<file path="src/rtl/fetch_controller.sv">
// Instruction fetch sequencer: owns the PC, addresses the instruction memory and queues {instr, pc} for decode.
// Optional feature macro: FETCH_HALT_ON_ZERO_EN (halt fetch on an all-zero instruction word).
module fetch_controller #(
  parameter logic [63:0] RESET_PC   = 64'd0,
  parameter int unsigned FIFO_DEPTH = 2
) (
  input  logic        clk,
  input  logic        rst_n,
  input  logic        start_i,
  input  logic        stall_i,
  input  logic        redirect_i,
  input  logic [63:0] redirect_pc_i,
  output logic [63:0] imem_addr_o,
  input  logic [31:0] imem_data_i,
  output logic [31:0] instr_o,
  output logic [63:0] instr_pc_o,
  output logic        instr_valid_o,
  input  logic        instr_ready_i,
  output logic [63:0] fetch_pc_o,
  output logic        halted_o
);

  localparam int unsigned PTR_W = (FIFO_DEPTH > 1) ? $clog2(FIFO_DEPTH) : 1;
  localparam int unsigned CNT_W = PTR_W + 1;
  localparam logic [CNT_W-1:0] DEPTH_C = CNT_W'(FIFO_DEPTH);

  typedef struct packed {
    logic [31:0] instr;
    logic [63:0] pc;
  } fetch_entry_t;

  typedef enum logic [1:0] {
    IDLE   = 2'd0,
    RUN    = 2'd1,
    HALTED = 2'd2
  } state_e;

  state_e             state_q, state_d;
  logic [63:0]        pc_q, pc_d;
  logic [PTR_W-1:0]   head_q, head_d;
  logic [PTR_W-1:0]   tail_q, tail_d;
  logic [CNT_W-1:0]   count_q, count_d;
  fetch_entry_t       fifo_q [FIFO_DEPTH];

  logic pop_c;
  logic can_fetch_c;
  logic halt_hit_c;
  logic push_c;

  // Handshake and fetch qualification; a pop frees a slot in the same cycle.
  always_comb begin
    pop_c       = (count_q != '0) & instr_ready_i;
    can_fetch_c = (state_q == RUN) & ~stall_i & ~redirect_i &
                  ((count_q < DEPTH_C) | pop_c);
`ifdef FETCH_HALT_ON_ZERO_EN
    halt_hit_c  = can_fetch_c & (imem_data_i == 32'h0);
`else
    halt_hit_c  = 1'b0;
`endif
    push_c      = can_fetch_c & ~halt_hit_c;
  end

  // Control FSM next state.
  always_comb begin
    state_d = state_q;
    unique case (state_q)
      IDLE: begin
        if (start_i) state_d = RUN;
      end
      RUN: begin
        if (halt_hit_c) state_d = HALTED;
      end
      HALTED: begin
        if (redirect_i) state_d = RUN;
      end
      default: state_d = IDLE;
    endcase
  end

  // PC and queue pointer updates; redirect flushes and overrides everything else.
  always_comb begin
    pc_d    = pc_q;
    head_d  = head_q;
    tail_d  = tail_q;
    count_d = count_q;
    if (redirect_i) begin
      pc_d    = redirect_pc_i & ~64'h3;
      head_d  = '0;
      tail_d  = '0;
      count_d = '0;
    end else begin
      if (push_c) begin
        pc_d   = pc_q + 64'd4;
        tail_d = tail_q + PTR_W'(1);
      end
      if (pop_c) begin
        head_d = head_q + PTR_W'(1);
      end
      unique case ({push_c, pop_c})
        2'b10:   count_d = count_q + CNT_W'(1);
        2'b01:   count_d = count_q - CNT_W'(1);
        default: count_d = count_q;
      endcase
    end
  end

  always_ff @(posedge clk or negedge rst_n) begin
    if (!rst_n) begin
      state_q <= IDLE;
      pc_q    <= RESET_PC;
      head_q  <= '0;
      tail_q  <= '0;
      count_q <= '0;
    end else begin
      state_q <= state_d;
      pc_q    <= pc_d;
      head_q  <= head_d;
      tail_q  <= tail_d;
      count_q <= count_d;
    end
  end

  // Queue storage; a flushing redirect suppresses the push so no write happens that cycle.
  always_ff @(posedge clk or negedge rst_n) begin
    if (!rst_n) begin
      for (int i = 0; i < int'(FIFO_DEPTH); i++) begin
        fifo_q[i] <= '0;
      end
    end else if (push_c) begin
      fifo_q[tail_q] <= '{instr: imem_data_i, pc: pc_q};
    end
  end

  assign imem_addr_o   = {2'b00, pc_q[63:2]};
  assign fetch_pc_o    = pc_q;
  assign instr_valid_o = (count_q != '0);
  assign instr_o       = instr_valid_o ? fifo_q[head_q].instr : 32'h0;
  assign instr_pc_o    = instr_valid_o ? fifo_q[head_q].pc    : 64'h0;

`ifdef FETCH_HALT_ON_ZERO_EN
  assign halted_o = (state_q == HALTED);
`else
  assign halted_o = 1'b0;
`endif

endmodule
</file>
<file path="config.mk">
export PLATFORM = sky130hd
export DESIGN_NAME = fetch_controller
export DESIGN_NICKNAME = d
export VERILOG_FILES = /design/src/rtl/fetch_controller.sv
export SDC_FILE = /design/constraint.sdc
export NUM_CORES = 1
export LEC_CHECK = 0
export CAP_MARGIN = 15
export CORE_UTILIZATION = 29
export CTS_BUF_LIST = sky130_fd_sc_hd__clkbuf_8
export CTS_CLUSTER_SIZE = 28
export DETAILED_ROUTE_END_ITERATION = 12
export GPL_TIMING_DRIVEN = 0
export PLACE_DENSITY_LB_ADDON = 0.25
export SYNTH_ARGS = -nofsm -noshare
export SYNTH_HDL_FRONTEND = slang
export SYNTH_SLANG_ARGS = --single-unit
</file>
<file path="constraint.sdc">
create_clock -name clk -period 5.45 [get_ports clk]
set_input_delay 1.3625 -clock clk [delete_from_list [all_inputs] [get_ports clk]]
set_output_delay 1.3625 -clock clk [all_outputs]
set_load 0.02 [all_outputs]
</file>
[Word-level counts from Yosys, hierarchy flattened]
Cells that the tools add are included.
Cells by class
  bitwise logic cells: 10
  reductions and logical operators: 7
  multiplexer cells: 19
  add/subtract/negate cells: 5
  equality and inequality tests: 6
  order comparisons: 4
Operator list (number)
  $mux W96: 4
  $bwmux W192: 1
  $mux W64: 3
  $demux W96 S1: 1
  $add A64 B3 Y64 const B: 1
  $mux W32: 1
  $mux W2: 3
  $pmux W2 S3: 1
  $reduce_bool A2 Y1: 3
  $and A1 B1 Y1: 4
  $eq A2 B1 Y1 const B: 2
  $eq A2 B2 Y1 const B: 2
  $ge A2 B2 Y1 const B: 2
  $mux W1: 4
  $ne A2 B2 Y1 const B: 2
  $not A1 Y2: 2
  $pmux W2 S2: 1
  $not A1 Y1: 3
  $reduce_and A3 Y1: 1
  $reduce_bool A3 Y1: 1
  $add A1 B1 Y1 const B: 2
  $add A2 B1 Y2 const B: 1
  $logic_not A2 Y1: 1
  $lt A2 B1 Y1 const B: 1
  4 further kinds: 4
Word-level totals
  register bits: 262
  output and inout port bits: 226
  logic and storage cells: 60

[Longest topological paths before layout]
  word-level depth: 7
  gate-level depth with buffers: 8
  depth with buffers taken out: 6

[Worst setup path before layout]
OpenSTA, ideal clock, no wires.
  kind: reg2out
  from: reg head_q
  to: out instr_pc_o[13]
  arrival: 1740 ps
  path slack: 2347 ps
  required time: 4088 ps
  stages on the path, launching flop included: 6
  cell sequence: dfrtp_1 -> clkbuf_1 -> buf_1 -> clkbuf_1 -> mux2i_1 -> nor2_1
Between the ends
  longest elaborated chain between the ends: 5
Ends and longest elaborated chain
  start: declaration: line 40  | logic [PTR_W-1:0] head_q, head_d;
  start signal: assignment: line 111  | head_q <= '0;
  start signal: assignment: line 117  | head_q <= head_d;
  $not A1 Y2 (implied by the code): line 138  | assign instr_pc_o = instr_valid_o ? fifo_q[head_q].pc : 64'h0;
  $mux W96 (implied by the code) (3 in a row): line 138
  $mux W64: line 138
  end: declaration: line 16  | output logic [63:0] instr_pc_o,
Every way passes these cells. The select of a mux whose other input is x is not followed.

[Final worst setup path]
  from: reg head_q
  to: out instr_pc_o[20]
Same word-level chain as after synthesis.

==> out/qor.yml <==
slew_violations: 0
synth_ff_type: "dfrtp_1"
routed-via-count: 10500
die_height_um: 215
ctsLongestPathBuffers: 3
rows: 77
drive_above_1_share_pct: 23.0
ant_nets: 0
grt_remaining_overflow: 0
instances_no_fill: 2194
grt_util_met1_pct: 24.9
cts_made_buffers: 49
max_slew.worst_pin.slew_ps: 1040
ff2ff_path_depth: 6
end_kind: "primary output"
busiest_layer: "met2"
cap_violations: 0
cp-start-kind: "register"
hold_violations: 0
drc: 0
cts_tree: "yes"
final.period_utilization_pct: 92.0
synth-seq-cells: 255
final.setup_skew_ps: 28.7
power.density_nw_per_um2: 353
wl_um: 43000
initial_core_util_pct: 29.5
post_cts_buffers: 0
synth_edf_count: 0
relSlewSlack_pct: 30.3
place_congestion: 0.841
critPathRequiredTime_ps: 4090
post-place-cells: 2107
hold_path.class: "reg -> reg"
grt_max_degree: 112
finalCriticalPeriod_ps: 5010
drt_pass1_iterations: 7
antenna_found_initial: 5
clock_latency_ps: 620
fp.dieArea_sq_um: 46100
grt_use_met2_pct: 29.7
cts_sinks: 255
vias_per_cell: 4.79
leakage_nw: 7.26
coreArea_sq_um: 44400
grt_pass1_vias: 10700
timing.setup.tns_ps: 0
worst-endpoint-arrival_ps: 3650
syn2layout_area_growth_pct: 38.4
clkTransAtPathRegs_ps: 70
grt_pass1_wl_um: 65600
vdd_drop_max_uv: 145
syn_area_sq_um: 13100
setup_ws_ps: 436
ys_warn_count: 0
grt_usage_pct: 18.6
post_cts_resized: 0
finalSetupViolCount: 0
syn_inst: 1189
io_buffers: 318
wl_per_cell_um: 19.6
dr.first_iter.drc_count: 484
grt_setup_unrepaired: "false"
status: "finished, final reports clean"
place_ws_ps: 674
seq_area_frac_synth_pct: 48.7
nets: 1669
async_flop_share_pct: 100
ios: 328
hpwl_um: 31300
die_w_um: 215
clock.fmax_ghz: 0.199
path_max_fanout: 10
critPathKind: "reg -> out"
syn_avg_cell_area_sq_um: 11.0
min_delay_path_depth: 2
yosysUniqueCellTypes: 59
cts_max_level: 2
cts-root-buf: "clkbuf_8"
cts_hold_buf: 0
use_met3_pct: 3.62
flip-flops by register name, indices dropped and copies added, names as in the netlist:
name        count
count_q         2
fetch_pc_o     62
fifo_q        188
head_q          1
state_q         1
tail_q          1
placed cells by master (no fill, tap or decap), types with 4 or more instances in the layout:
cell             Yosys  layout
xnor2_1             19      19
nand3_1             28      28
clkbuf_8             2      59
nand3_2              4       4
conb_1               1       7
nand2_1             67      67
buf_4               69      69
buf_2                9       9
or4_1               16      16
and3_1              11      11
o21ai_0             34      34
nor2_1             139     139
a31oi_1             26      26
or3_1               15      15
dfrtp_1            255     255
and4_1               4       4
o21ai_1             12      12
and2_1               4       4
or2_2                4       4
clkdlybuf4s50_1      0     317
mux2i_1             95      95
nor3_1               6       6
a21oi_1              6       6
xor2_1              10      10
nor4_1              16      16
clkbuf_1            44      44
clkinv_2             0      10
nor2b_1              4       4
buf_1               10      10
o31ai_1             12      12
nand4_1             29      29
bufinv_16            0       4
inv_1               11      22
mux2_2             180     180
critical path, cell delays in order (launching register included):
cell,delay (ps)
dfrtp_1,320
clkbuf_1,230
buf_1,800
clkbuf_1,700
mux2i_1,180
nor2_1,170
clkdlybuf4s50_1,630
report_power, final:
group          total (mW)  internal (mW)  switching [mW]
Clock                2.01           1.15           0.866
Sequential           2.68           2.36           0.320
Combinational        1.72          0.932           0.786
layout make-up:
class | instances | area [sq um]
diodes | 1 | 2.50
plain buffers | 139 | 841
fillers | 4403 | 26300
repair buffers | 320 | 3240
clock inverters | 29 | 244
inverters | 11 | 41.3
well taps | 592 | 741
flip-flops and latches | 255 | 6380
clock buffers | 57 | 785
multi-input cells | 790 | 5870
logic make-up after synthesis:
kind of cell    Yosys count  share of synthesized area, %
compound gates          104                          4.85
simple gates            374                          15.0
xor+xnor                 29                          1.94
other cells               1                        0.0286
fa+ha+maj                 1                        0.0954
buf+inv                 150                          6.73
mux                     275                          22.7
flops                   255                          48.7
per-layer routing:
| layer | share of wire, % | wire, um |
|---|---|---|
| met4 | 2.4 | 1010 |
| met2 | 47 | 20100 |
| met3 | 4.9 | 2130 |
| met5 | 0.067 | 29 |
| met1 | 46 | 19800 |
path summary, 6_finish.rpt:
kind                            startpoint             end  slack, ps
min in group asynchronous            rst_n      fifo_q[54]        670
max in group asynchronous            rst_n      fifo_q[19]       3790
worst max-delay path                head_q  instr_pc_o[20]        440
worst min-delay path            fifo_q[49]      fifo_q[49]        490
worst min register to register  fifo_q[49]      fifo_q[49]        490
worst max register to register  state_q[0]     fifo_q[111]       2280
per-stage QoR:
| step | util (%) | hold slack (ps) | total power [mW] | cell area, sq um |
|---|---|---|---|---|
| 2_1_floorplan | - | 450 | 3.68 | 13100 |
| 6_report | 40.9 | 487 | 6.41 | 18200 |
| 3_3_place_gp | 38.4 | 469 | 4.41 | 17100 |
| 4_1_cts | 40.9 | 493 | 6.52 | 18100 |
| 3_5_place_dp | 38.5 | 478 | 4.46 | 17100 |
| 5_1_grt | 40.9 | 514 | 6.79 | 18200 |
cell usage after synthesis, drive strengths merged (3+ instances only):
master  count  share of area, %
a31o        3              0.20
nand3      34               1.6
o21ai      46               1.8
buf        91               4.8
and3       14              0.70
clkbuf     47               1.5
or3        15              0.72
nor2      140               4.0
or2         5              0.24
a31oi      26               1.2
nor3        8              0.43
o41ai       3              0.20
or4        16              0.92
nand2      68               2.0
mux2      180                15
a21oi       6              0.23
xor2       10              0.67
nor4       21               1.4
and2        4              0.19
xnor2      19               1.3
mux2i      95               7.3
nand4      32               1.7
nor2b       4              0.19
o211ai      3              0.17
and4        5              0.34
inv        11              0.31
dfrtp     255                49
o31ai      12              0.69
Note: power is estimated with default switching activity, not from simulation.
